### config.mk
export PLATFORM = sky130hd
export DESIGN_NAME = cmd_router
export DESIGN_NICKNAME = d
export VERILOG_FILES = /design/src/rtl/cmd_router.sv
export SDC_FILE = /design/constraint.sdc
export NUM_CORES = 1
export LEC_CHECK = 0
export CORE_UTILIZATION = 27
export CTS_CLUSTER_SIZE = 12
export DETAILED_ROUTE_END_ITERATION = 16
export HOLD_SLACK_MARGIN = 0.08
export PLACE_DENSITY_LB_ADDON = 0.2
export SYNTH_ARGS = -nofsm -noshare
export SYNTH_HDL_FRONTEND = slang
export SYNTH_SLANG_ARGS = --single-unit
export TNS_END_PERCENT = 10
### constraint.sdc
create_clock -name i_clk -period 4.4 [get_ports i_clk]
set_clock_uncertainty 0.05 [all_clocks]
set_input_delay 0.88 -clock i_clk [delete_from_list [all_inputs] [get_ports i_clk]]
set_output_delay 0.88 -clock i_clk [all_outputs]
set_load 0.05 [all_outputs]
### src/rtl/cmd_router.sv
// Byte-serial command-frame router: reads the type byte at TYPE_POS and replays each frame on one channel.
// Optional dropped-frame counter enabled by defining CMD_ROUTER_DROP_CNT_EN.
module cmd_router #(
    parameter int                         DATA_W   = 8,
    parameter int                         LEN_W    = 8,
    parameter int                         CH_NUM   = 3,
    parameter int                         TYPE_POS = 1,
    parameter logic [CH_NUM*DATA_W-1:0]   CH_LO    = {8'd9, 8'd6, 8'd1},
    parameter logic [CH_NUM*DATA_W-1:0]   CH_HI    = {8'd255, 8'd8, 8'd5}
) (
    input  logic                       i_clk,
    input  logic                       i_rst,
    input  logic [DATA_W-1:0]          i_cmd_data,
    input  logic [LEN_W-1:0]           i_cmd_len,
    input  logic                       i_cmd_last,
    input  logic                       i_cmd_valid,
    input  logic [CH_NUM-1:0]          i_ch_en,
    output logic [CH_NUM*DATA_W-1:0]   o_ch_data,
    output logic [CH_NUM*LEN_W-1:0]    o_ch_len,
    output logic [CH_NUM-1:0]          o_ch_last,
    output logic [CH_NUM-1:0]          o_ch_valid,
    output logic                       o_busy,
    output logic [15:0]                o_drop_cnt
);

    localparam int L     = TYPE_POS + 2;
    localparam int IDX_W = 4;

    logic [IDX_W-1:0]  r_idx;
    logic [DATA_W-1:0] r_p_data [0:L-1];
    logic [LEN_W-1:0]  r_p_len  [0:L-1];
    logic [L-1:0]      r_p_valid;
    logic [L-1:0]      r_p_last;
    logic [L-1:0]      r_p_first;
    logic [CH_NUM-1:0] r_dec;
    logic [CH_NUM-1:0] r_sel;
    logic [CH_NUM-1:0] w_match;
    logic              w_dec_beat;
    logic              w_first;
    logic              w_load;

    assign w_dec_beat = i_cmd_valid && (r_idx == IDX_W'(TYPE_POS));
    assign w_first    = i_cmd_valid && (r_idx == '0);
    assign w_load     = r_p_valid[L-2] && r_p_first[L-2];

    // Scan from the top down so the lowest matching channel index wins.
    always_comb begin
        w_match = '0;
        for (int c = CH_NUM - 1; c >= 0; c--) begin
            if (i_ch_en[c] &&
                (i_cmd_data >= CH_LO[c*DATA_W +: DATA_W]) &&
                (i_cmd_data <= CH_HI[c*DATA_W +: DATA_W])) begin
                w_match    = '0;
                w_match[c] = 1'b1;
            end
        end
    end

    always_ff @(posedge i_clk or posedge i_rst) begin
        if (i_rst) begin
            r_idx <= '0;
        end else if (!i_cmd_valid || i_cmd_last) begin
            r_idx <= '0;
        end else if (r_idx != '1) begin
            r_idx <= r_idx + 1'b1;
        end
    end

    // NOTE: the delay pipe is reset explicitly because a mid-frame reset must flush it at once.
    always_ff @(posedge i_clk or posedge i_rst) begin
        if (i_rst) begin
            for (int s = 0; s < L; s++) begin
                r_p_data[s] <= '0;
                r_p_len[s]  <= '0;
            end
            r_p_valid <= '0;
            r_p_last  <= '0;
            r_p_first <= '0;
        end else begin
            r_p_data[0] <= i_cmd_valid ? i_cmd_data : '0;
            r_p_len[0]  <= i_cmd_valid ? i_cmd_len  : '0;
            for (int s = 1; s < L; s++) begin
                r_p_data[s] <= r_p_data[s-1];
                r_p_len[s]  <= r_p_len[s-1];
            end
            r_p_valid <= {r_p_valid[L-2:0], i_cmd_valid};
            r_p_last  <= {r_p_last[L-2:0],  i_cmd_valid & i_cmd_last};
            r_p_first <= {r_p_first[L-2:0], w_first};
        end
    end

    // r_dec is cleared at each frame start so a short or early-aborted frame selects nothing.
    always_ff @(posedge i_clk or posedge i_rst) begin
        if (i_rst) begin
            r_dec <= '0;
            r_sel <= '0;
        end else begin
            if (w_dec_beat) begin
                r_dec <= w_match;
            end else if (w_first) begin
                r_dec <= '0;
            end
            if (w_load) begin
                r_sel <= r_dec;
            end else if (!r_p_valid[L-1] || r_p_last[L-1]) begin
                r_sel <= '0;
            end
        end
    end

    always_comb begin
        o_ch_data  = '0;
        o_ch_len   = '0;
        o_ch_last  = '0;
        o_ch_valid = '0;
        for (int c = 0; c < CH_NUM; c++) begin
            if (r_sel[c] && r_p_valid[L-1]) begin
                o_ch_data[c*DATA_W +: DATA_W] = r_p_data[L-1];
                o_ch_len[c*LEN_W +: LEN_W]    = r_p_len[L-1];
                o_ch_last[c]                  = r_p_last[L-1];
                o_ch_valid[c]                 = 1'b1;
            end
        end
    end

    assign o_busy = i_cmd_valid || (|r_p_valid);

`ifdef CMD_ROUTER_DROP_CNT_EN
    logic        r_nomatch;
    logic        w_drop;
    logic [15:0] r_drop_cnt;

    // r_nomatch keeps an unmatched frame that later aborts from being counted twice.
    assign w_drop = (w_dec_beat && (w_match == '0)) ||
                    (i_cmd_valid && i_cmd_last && (r_idx < IDX_W'(TYPE_POS))) ||
                    (!i_cmd_valid && (r_idx != '0) && !r_nomatch);

    always_ff @(posedge i_clk or posedge i_rst) begin
        if (i_rst) begin
            r_nomatch  <= 1'b0;
            r_drop_cnt <= '0;
        end else begin
            if (!i_cmd_valid || i_cmd_last) begin
                r_nomatch <= 1'b0;
            end else if (w_dec_beat) begin
                r_nomatch <= (w_match == '0);
            end
            if (w_drop && (r_drop_cnt != 16'hFFFF)) begin
                r_drop_cnt <= r_drop_cnt + 16'd1;
            end
        end
    end

    assign o_drop_cnt = r_drop_cnt;
`else
    assign o_drop_cnt = '0;
`endif

endmodule

Word-level counts from Yosys, hierarchy flattened --
Cells that the tools add are included. Widths: inputs -> output; s select.
Storage, ports and cells: output and inout bits 71, word-level logic and storage cells 67, bits in registers 66
Operators by class: bitwise operators 1, multiplexer cells 23, magnitude comparators 6, $add $sub $neg 1, reductions and logical operators 22, eq/ne operators 2
Operators by type and width (count):
- $mux 8 | 8
- $mux 3 | 7
- $logic_and 1x1->1 | 12
- $ge 8x1->1 const B | 1
- $ge 8x3->1 const B | 1
- $ge 8x4->1 const B | 1
- $le 8x3->1 const B | 1
- $le 8x4->1 const B | 1
- $le 8x8->1 const B | 1
- $mux 4 | 2
- $mux 1 | 6
- $reduce_bool 2->1 | 3
- $add 4x1->4 const B | 1
- $eq 4x1->1 const B | 1
- $logic_not 4->1 | 1
- $ne 4x4->1 const B | 1
- $logic_or 1x1->1 | 3
- $reduce_or 3->1 | 1
- $logic_not 1->1 | 2
- $and 1x1->1 | 1

Depth between registers and ports, before layout --
Gate-level depths: netlist of the first run.
depth after elaboration 7, depth in mapped cells 4, depth with buffers taken out 4

Worst setup path after synthesis of the first run --
Ideal clock, no wire load.
path type input to output, start point input i_cmd_valid, end point output o_busy, slack 1.685 ns, cell stages on the path 2, buffers on the path 1, arrival time 1.785 ns, path through clkbuf_1 or4_1
Between the ends: word-level cells in the longest chain between the ends 1
RTL lines:
- start: declaration | line 16 | input logic i_cmd_valid,
- $logic_or 1x1->1 | line 126 | assign o_busy = i_cmd_valid || (|r_p_valid);
- end: declaration | line 22 | output logic o_busy,
No other way between the ends.

Final worst setup path of the first run --
start point register r_p_valid[2], end point output o_ch_valid[1]
Between the ends: word-level cells in the longest chain between the ends 2
RTL lines:
- start: declaration | line 32 | logic [L-1:0] r_p_valid;
- start signal: assignment | line 86 | r_p_valid <= {r_p_valid[L-2:0], i_cmd_valid};
- $logic_and 1x1->1 | line 117 | if (r_sel[c] && r_p_valid[L-1]) begin
- $mux 1 | line 117
- end: declaration | line 21 | output logic [CH_NUM-1:0] o_ch_valid,
No other way between the ends.

==> results of run 1 <==
## power by group through the flow
stage / logic (mW) / clock network (mW) / registers [mW]
detailed placement: 0.0935 / 0 / 0.665
floorplan: 0.0780 / 0 / 0.654
finish: 0.0913 / 0.518 / 0.653
global route: 0.100 / 0.563 / 0.657
global placement: 0.0929 / 0 / 0.664
CTS: 0.0937 / 0.539 / 0.653
## cells by family (layout without fill, tap and decap cells)
kind of cell | after synthesis | after routing | synth area share
simple gates | 96 | 96 | 0.2260
flops | 66 | 66 | 0.6430
buf+inv | 34 | 101 | 0.07306
compound gates | 9 | 9 | 0.02874
fa+ha+maj | 3 | 3 | 0.01461
mux | 2 | 2 | 0.009740
other cells | 1 | 16 | 0.001460
xor+xnor | 1 | 1 | 0.003410
## per-layer routing
| layer | share of wire | vias to the layer above |
|---|---|---|
| li1 | - | 838 |
| met1 | 0.43 | 841 |
| met2 | 0.51 | 53 |
| met3 | 0.040 | 7 |
| met4 | 0.013 | 0 |
| met5 | 0 | - |
## cells in the final DEF, fill, tap and decap left out
| cell | netlist | routed |
|---|---|---|
| nor3_1 | 2 | 2 |
| ha_1 | 3 | 3 |
| nor4_1 | 1 | 1 |
| inv_6 | 0 | 2 |
| nor2_1 | 4 | 4 |
| mux2_4 | 1 | 1 |
| buf_4 | 16 | 2 |
| o2bb2ai_1 | 2 | 2 |
| nand2b_1 | 1 | 1 |
| o2bb2ai_2 | 1 | 1 |
| dfrtp_1 | 66 | 66 |
| bufinv_16 | 0 | 1 |
| nand4_1 | 1 | 1 |
| nand4b_1 | 1 | 1 |
| nand2_1 | 8 | 8 |
| or4_1 | 1 | 1 |
| a21boi_0 | 1 | 1 |
| inv_1 | 6 | 5 |
| and3_1 | 51 | 51 |
| clkinv_4 | 0 | 3 |
| nor3b_1 | 1 | 1 |
| inv_2 | 0 | 1 |
| and2_1 | 18 | 18 |
| nor3b_2 | 1 | 1 |
| nand3_1 | 4 | 4 |
| clkdlybuf4s50_1 | 0 | 77 |
| xnor2_1 | 1 | 1 |
| o21ai_0 | 1 | 1 |
| a31oi_1 | 1 | 1 |
| conb_1 | 1 | 16 |
| and2_2 | 1 | 1 |
| o31ai_1 | 3 | 3 |
| mux2i_1 | 1 | 1 |
| or3_4 | 1 | 1 |
| clkbuf_8 | 0 | 10 |
## per-stage QoR
step                      power [mW]  instance area (µm²)  hold slack [ns]  worst slack, ns  instances
after floorplan               0.7323                 2625           0.2812            1.685        227
after global routing           1.320                 3618           0.3044           0.5582        423
final                          1.262                 3618           0.2954           0.8308        423
after detailed placement      0.7586                 3407           0.2847           0.9483        407
after global placement        0.7570                 3407           0.2815           0.9617        407
after CTS                      1.286                 3618           0.2969           0.8138        423
## Yosys cell counts (3+ instances only)
library cell,n,area [µm²]
inv_1,6,22.52
nand3_1,4,20.02
and2_1,18,112.6
dfrtp_1,66,1652
nor2_1,4,15.01
and3_1,51,319.1
o31ai_1,3,22.52
nand2_1,8,30.03
ha_1,3,37.54
buf_4,16,120.1
clkbuf_1,12,45.04
## flip-flops by register name (all words and copies together) (netlist names)
| signal | count |
|---|---|
| r_sel | 3 |
| r_idx | 4 |
| r_p_last | 3 |
| r_dec | 3 |
| r_p_first | 2 |
| r_p_data | 24 |
| r_p_valid | 3 |
| r_p_len | 24 |
## layout make-up
class | count | area [µm²] | area share
well taps | 129 | 161.4 | 0.04461
multi-input cells | 127 | 785.8 | 0.2172
repair buffers | 79 | 785.8 | 0.2172
flip-flops and latches | 66 | 1652 | 0.4564
inverters | 6 | 22.52 | 0.006224
clock buffers | 10 | 137.6 | 0.03804
clock inverters | 6 | 73.82 | 0.02040
## path summary, 6_finish.rpt
kind                              start             to  slack (ns)  cells past startpoint
min in group asynchronous         i_rst    r_p_len[23]        0.94                      2
max                        r_p_valid[2]  o_ch_valid[1]        0.83                      3
max reg2reg                r_p_valid[2]       r_sel[0]        2.54                      2
min                         r_p_len[11]     r_p_len[3]        0.30                      0
max in group asynchronous         i_rst    r_p_data[0]        2.49                      3
min reg2reg                 r_p_len[11]     r_p_len[3]        0.30                      0
==> impl_results.md, run 1 <==
* Post-cts resize count at 0
* Asr flop ratio synth at 1.000
* Mapped Avg Cell Area at 12.12 µm²
* Combinational power share at 0.072
* H-tree Lvls at 3
* Clock Latency Late Sink at 0.33 ns
* Register clock-pin slew on the reported worst setup and hold paths at 0.07 ns
* Root Buffer: clkbuf_8
* Gr usage total at 0.1118
* Syn Std Cell Area at 2569 µm²
* Psw at 0.3130 mW
* Fmax at 280.2 MHz
* GP Congestion at 0.7074
* Clock group share of total power at 0.410
* Buffer count from post-CTS setup fixing at 0
* Global Route met2 Usage at 0.1918
* Rows at 35
* Total Die Area at 9908 µm²
* Worst IR Drop VDD at 147.4 µV
* Hold Violations, Final at 0
* Die height at 99.54 µm
* Fin crit period at 3.569 ns
* Number of synthesized flops with an enable pin at 0
* Top delay family on crit path: flip-flops
* Total CTS buffers at 9
* Global-route wire length before repair at 8.355 mm
* Via count at 1739
* Slew Limit Fails at 0
* Clock Sinks at 66
* Pleak at 1.782 nW
* Total iterations of the first detailed-routing run at 4
* Yosys reg bits at 66
* Post-route DRC at 0
* Final Core Density at 0.3916
* IO Port Bufs at 77
* CP max stage cell: dfrtp_1
* Relative slew margins at 0.1710
* CTS tree: yes
* Buf/Inv on CP at 2
* Yosys warns at 0
* Sequential-to-total area share from yosys stat at 0.6430
* N_diodes at 0
* Status: finished, final reports clean
* Sw Ratio at 0.2480
* Critical path, cell by cell: nand2_1 > inv_1 > clkdlybuf4s50_1
* Gr ovfl total at 0
* Post-DP HPWL at 3.702 mm
* Gr busiest metal: met2
* Die X at 99.54 µm
* Vias in the first global route at 1655
* Longest Clk Path Bufs at 2
* Met1 usage at 0.1301
* Antenna violations before repair at 0
* Seq pwr share at 0.517
* CP Launch Type: register
* Post-Synthesis Cells at 212
* Fill cell count at 925
* Layout cells sized above 1 at 0.08163
* Crit. End Element: primary output
* Global routing usage on met3 at 0.02881
* Tcrit/Tclk final at 0.8112
* Setup TNS at 0 ns
* Setup Viol. Count Final at 0
* Top-level I/O count at 94
* RSZ-0062 raised after global routing: false
* Slew @ Worst Pin at 1.243 ns
* Maxcap violations at 0
* Largest net degree at the start of global routing at 56
* Initial Utilization at 0.2780
* Kind of critical path: register to primary output
* Via density at 4.111
* CP arrival at 2.64 ns
* Worst EP required at 3.47 ns
* Number of DRC markers in iteration 0 at 42
* Maximum fanout along the worst path at 55
* Ys flop type: dfrtp_1
* PD cells at 348.8 nW/µm²
* ANT nets after route at 0
* Post-synth cell types at 30
* Cts hold-fix bufs at 0
* DR WL/cell at 12.47 µm
* Internal power at 0.9491 mW
* Type of the worst min-delay path: register to register
* Area delta synth->final at 40.87%
* Area of the core at 9240 µm²
* Final Net Count at 315
* Crit path largest cell delay at 1.17 ns
* Routed wire length at 5.276 mm
Power figures use the tool's default switching activity.
==> run 2, diff against run 1 <==
==> constraint.sdc (replaced) <==
create_clock -name i_clk -period 2.9 [get_ports i_clk]
set_clock_uncertainty 0.05 [all_clocks]
set_input_delay 0.58 -clock i_clk [delete_from_list [all_inputs] [get_ports i_clk]]
set_output_delay 0.58 -clock i_clk [all_outputs]
set_load 0.05 [all_outputs]
==> run 2 against run 1 <==
Compared with the run above:
- clock power up 38%
- worst setup slack worse by 0.27 ns
- utilization down 1.5 points
- combinational power up 63%
- die area unchanged
- critical path type is now input port to primary output
- sequential power up 51%
- critical path depth unchanged
- largest power group unchanged
- final area down 3.8%
- first-iteration DRC count up 71%
==> impl_results.md, run 2 (synthesized netlist as in run 1, its figures left out) <==
* Clock Latency Late Sink at 0.33 ns
* Leading cell type in the layout, fill and taps excluded: dfrtp_1
* Number of DRC markers in iteration 0 at 72
* DR WL/cell at 12.48 µm
* Rows at 35
* CP Launch Type: input port
* Status: finished, final reports clean
* Internal power at 1.408 mW
* CTS tree: yes
* Most frequent cells in the layout: dfrtp_1, buf_4, and3_1
* ANT nets after route at 0
* Clock Sinks at 66
* Slew Limit Fails at 0
* Initial Utilization at 0.2780
* Relative slew margins at 0.5890
* Root Buffer: clkbuf_8
* Worst reg2reg path depth at 3
* R2R setup slack at 1.54 ns
* Reg2Reg Capture Point: r_dec[2]
* Kind of critical path: input port to primary output
* Psw at 0.4394 mW
* Largest net degree at the start of global routing at 67
* Setup Viol. Count Final at 0
* Sw Ratio at 0.2378
* Crit path largest cell delay at 0.50 ns
* Via density at 4.033
* Total CTS buffers at 9
* Area delta synth->final at 35.51%
* Total iterations of the first detailed-routing run at 4
* Largest registers: r_p_data (24), r_p_len (24), r_idx (4)
* Worst IR Drop VDD at 331.2 µV
* PD cells at 530.8 nW/µm²
* H-tree Lvls at 3
* CP max stage cell: or4_1
* Post-cts resize count at 0
* Buf/Inv on CP at 2
* Setup TNS at 0 ns
* Top delay family on crit path: buffers and inverters
* Placement Setup Slack at 0.5474 ns
* Longest Clk Path Bufs at 2
* Worst EP required at 2.27 ns
* Global-route wire length before repair at 8.418 mm
* Seq pwr share at 0.533
* Slew @ Worst Pin at 0.6109 ns
* RSZ-0062 raised after global routing: false
* Layout cells sized above 1 at 0.2576
* Die height at 99.54 µm
* Vias in the first global route at 1609
* Maximum fanout along the worst path at 2
* Critical path, cell by cell: clkdlybuf4s50_1 > or4_1 > buf_4
* CP arrival at 1.71 ns
* Gr usage total at 0.1138
* Maxcap violations at 0
* Clock group share of total power at 0.387
* Crit. End Element: primary output
* Pleak at 1.889 nW
* Final worst slack at 0.5611 ns
* Antenna violations before repair at 0
* Hold Path Depth at 0
* Top-level I/O count at 94
* Combinational power share at 0.081
* Cts hold-fix bufs at 0
* GP Congestion at 0.7314
* Tcrit/Tclk final at 0.8065
* Fmax at 427.6 MHz
* Hold Crit Start: r_p_data[12]
* Hold Violations, Final at 0
* Area of the core at 9240 µm²
* IO Port Bufs at 77
* Type of the worst min-delay path: register to register
* Hold worst-path end: r_p_data[4]
* Fin crit period at 2.339 ns
* Gr ovfl total at 0
* Worst reg2reg startpoint: r_idx[0]
* Register clock-pin slew on the reported worst setup and hold paths at 0.07 ns
* N_diodes at 0
* Buffer count from post-CTS setup fixing at 0
* Routed wire length at 5.291 mm
* Total Die Area at 9908 µm²
* Die X at 99.54 µm
* Final Net Count at 316
* Via count at 1710
* Post-route DRC at 0
* Post-DP HPWL at 3.666 mm
[run 2: cell types whose count changed in the layout (fill, tap and decap cells not counted)]
cell,before,now
buf_12,0,2
buf_4,2,56
clkbuf_1,0,4
clkbuf_8,10,9
clkdlybuf4s50_1,77,22
clkinv_2,0,2
clkinv_4,3,0
inv_6,2,0
[run 2: how the worst max path moves through the flow]
stage | cells past startpoint | start | slack (ns) | to
finish | 3 | i_cmd_valid | 0.56 | o_busy
global route | 3 | i_cmd_valid | 0.53 | o_busy
CTS | 3 | i_cmd_valid | 0.55 | o_busy
detailed placement | 3 | i_cmd_valid | 0.55 | o_busy
global placement | 3 | i_cmd_valid | 0.56 | o_busy
floorplan | 1 | i_rst | 0.62 | r_dec[0]
[run 2: layer usage]
| metal | vias up | wire (µm) | track usage |
|---|---|---|---|
| met2 | 56 | 2731 | 0.1891 |
| met3 | 4 | 272 | 0.04568 |
| met4 | 0 | 36 | 0.03054 |
| met1 | 813 | 2252 | 0.1372 |
| li1 | 837 | - | - |
| met5 | - | 0 | 0 |
[run 2: power by group through the flow]
| stage | clock network, mW | logic (mW) | registers (mW) |
|---|---|---|---|
| 5_1_grt | 0.785 | 0.164 | 0.989 |
| 6_report | 0.715 | 0.149 | 0.984 |
| 4_1_cts | 0.742 | 0.153 | 0.985 |
| 3_5_place_dp | 0 | 0.152 | 1.00 |
| 2_1_floorplan | 0 | 0.118 | 0.993 |
| 3_3_place_gp | 0 | 0.151 | 1.00 |
[run 2: final cells by class]
cell class,instances,area [µm²]
clock inverter,3,40.04
tap,129,161.4
sequential,66,1652
clock buffer,13,138.9
inverter,6,22.52
multi-input combinational,127,785.8
fill,931,5759
timing repair buffer,80,680.7
[run 2: through the flow]
stage / instance area, µm² / utilization / hold WS (ns) / std cells / total power [mW]
6_report: 3481 / 0.3767 / 0.2935 / 424 / 1.848
5_1_grt: 3481 / 0.3767 / 0.2982 / 424 / 1.939
4_1_cts: 3481 / 0.3767 / 0.2943 / 424 / 1.879
3_5_place_dp: 3302 / 0.3573 / 0.2847 / 408 / 1.154
3_3_place_gp: 3302 / 0.3573 / 0.2823 / 408 / 1.152
2_1_floorplan: 2625 / - / 0.2812 / 227 / 1.111
==> run 3, diff against run 2 <==
==> constraint.sdc (replaced) <==
create_clock -name i_clk -period 2.2 [get_ports i_clk]
set_clock_uncertainty 0.05 [all_clocks]
set_input_delay 0.44 -clock i_clk [delete_from_list [all_inputs] [get_ports i_clk]]
set_output_delay 0.44 -clock i_clk [all_outputs]
set_load 0.05 [all_outputs]
==> run 3 against run 2 <==
Compared with the run above:
- hold slack worse by 0.0027 ns
- via count is 2.8% higher
- worst setup slack worse by 0.41 ns
- combinational power is 40% higher
- die area stayed put
- total power is 38% higher
- final area is 21% higher
- critical path depth stayed put
- utilization is 7.8 points higher
- register-to-register slack worse by 0.69 ns
- sequential cell count stayed put
- critical path type unchanged
==> impl_results.md, run 3 (synthesized netlist as in run 1, its figures left out) <==
* Total Die Area at 9908 µm²
* PD cells at 608.3 nW/µm²
* Gr ovfl total at 0
* Relative slew margins at 0.5956
* Root Buffer: clkbuf_8
* Final Net Count at 318
* Maximum fanout along the worst path at 2
* Via density at 4.127
* Worst IR Drop VDD at 361.2 µV
* Register clock-pin slew on the reported worst setup and hold paths at 0.08 ns
* Rows at 35
* Most frequent cells in the layout: dfrtp_1, buf_12, and3_1
* GP Congestion at 0.7802
* Top-level I/O count at 94
* Vias in the first global route at 1682
* Design Area, Final at 4200 µm²
* Type of the worst min-delay path: register to register
* Setup Viol. Count Final at 0
* Hold_ws at 0.2907 ns
* Total iterations of the first detailed-routing run at 4
* RSZ-0062 raised after global routing: false
* Worst EP required at 1.71 ns
* Global-route wire length before repair at 9.080 mm
* Buffer count from post-CTS setup fixing at 0
* Die X at 99.54 µm
* Hold Violations, Final at 0
* Critical path, cell by cell: clkdlybuf4s50_1 > or4_1 > buf_4
* Initial Utilization at 0.2780
* Cells after DPL at 410
* Maxcap violations at 0
* Largest registers: r_p_data (24), r_p_len (24), r_idx (4)
* CP arrival at 1.56 ns
* Placement Setup Slack at 0.1460 ns
* Area of placed instances at 3993 µm²
* Pleak at 2.057 nW
* Leading cell type in the layout, fill and taps excluded: dfrtp_1
* Fmax at 488.1 MHz
* Largest net degree at the start of global routing at 55
* Routed wire length at 5.687 mm
* N_diodes at 0
* Via count at 1758
* Slew Limit Fails at 0
* Buf/Inv on CP at 2
* Longest Clk Path Bufs at 2
* Layout cells sized above 1 at 0.2761
* Crit path from: i_cmd_valid
* CP max stage cell: or4_1
* Antenna violations before repair at 0
* IO Port Bufs at 77
* Post-route DRC at 0
* Die height at 99.54 µm
* Area of the core at 9240 µm²
* CP Launch Type: input port
* Top delay family on crit path: buffers and inverters
* Power Total at 2.555 mW
* Final Core Density at 0.4546
* Crit. End Element: primary output
* R2R setup slack at 0.85 ns
* Fin crit period at 2.049 ns
* Number of DRC markers in iteration 0 at 74
* CTS tree: yes
* ANT nets after route at 0
* Post-DP HPWL at 4.045 mm
* Area delta synth->final at 63.52%
* Crit path largest cell delay at 0.50 ns
* Status: finished, final reports clean
* Finished Layout Cells at 426
* Clock Latency Late Sink at 0.34 ns
* Kind of critical path: input port to primary output
* Slew @ Worst Pin at 0.6065 ns
* Gr usage total at 0.1227
* DR WL/cell at 13.35 µm
* Post-cts resize count at 0
* Final worst slack at 0.1514 ns
* Clock Sinks at 66
* Cts hold-fix bufs at 0
* Total CTS buffers at 9
* Worst reg2reg startpoint: r_idx[0]
* H-tree Lvls at 3
* Tcrit/Tclk final at 0.9312
* Hold Crit Start: r_p_len[12]
* Setup TNS at 0 ns
run 3: final timing paths:
kind,cells past startpoint,end
min in group asynchronous,3,r_p_len[7]
worst max register to register,3,r_dec[2]
worst min register to register,0,r_p_len[4]
worst min-delay path,0,r_p_len[4]
worst max-delay path,3,o_busy
max in group asynchronous,3,r_p_data[0]
run 3: per-layer routing:
metal,routed length (µm),global-route usage,vias to the layer above
met4,51,0.04751,0
met2,3003,0.2163,59
met3,273,0.03584,6
met1,2359,0.1403,851
li1,-,-,842
met5,0,0,-
run 3: layout make-up:
cell class / instances / area, µm²
clock buffer: 9 / 123.9
clock inverter: 7 / 83.83
fill: 872 / 5040
inverter: 6 / 22.52
multi-input combinational: 127 / 785.8
sequential: 66 / 1652
tap: 129 / 161.4
timing repair buffer: 82 / 1371
run 3: power by group:
part	internal, mW	switching, mW	leakage, nW
clock network	0.544	0.507	0.103
registers	1.27	0.0272	0.855
logic	0.0739	0.134	1.10
total	1.89	0.668	2.06
run 3: worst reg2reg max path, stage by stage, from the launching register on:
cell       delay (ns)
dfrtp_1          0.46
ha_1             0.28
o21ai_0          0.34
o2bb2ai_1        0.15
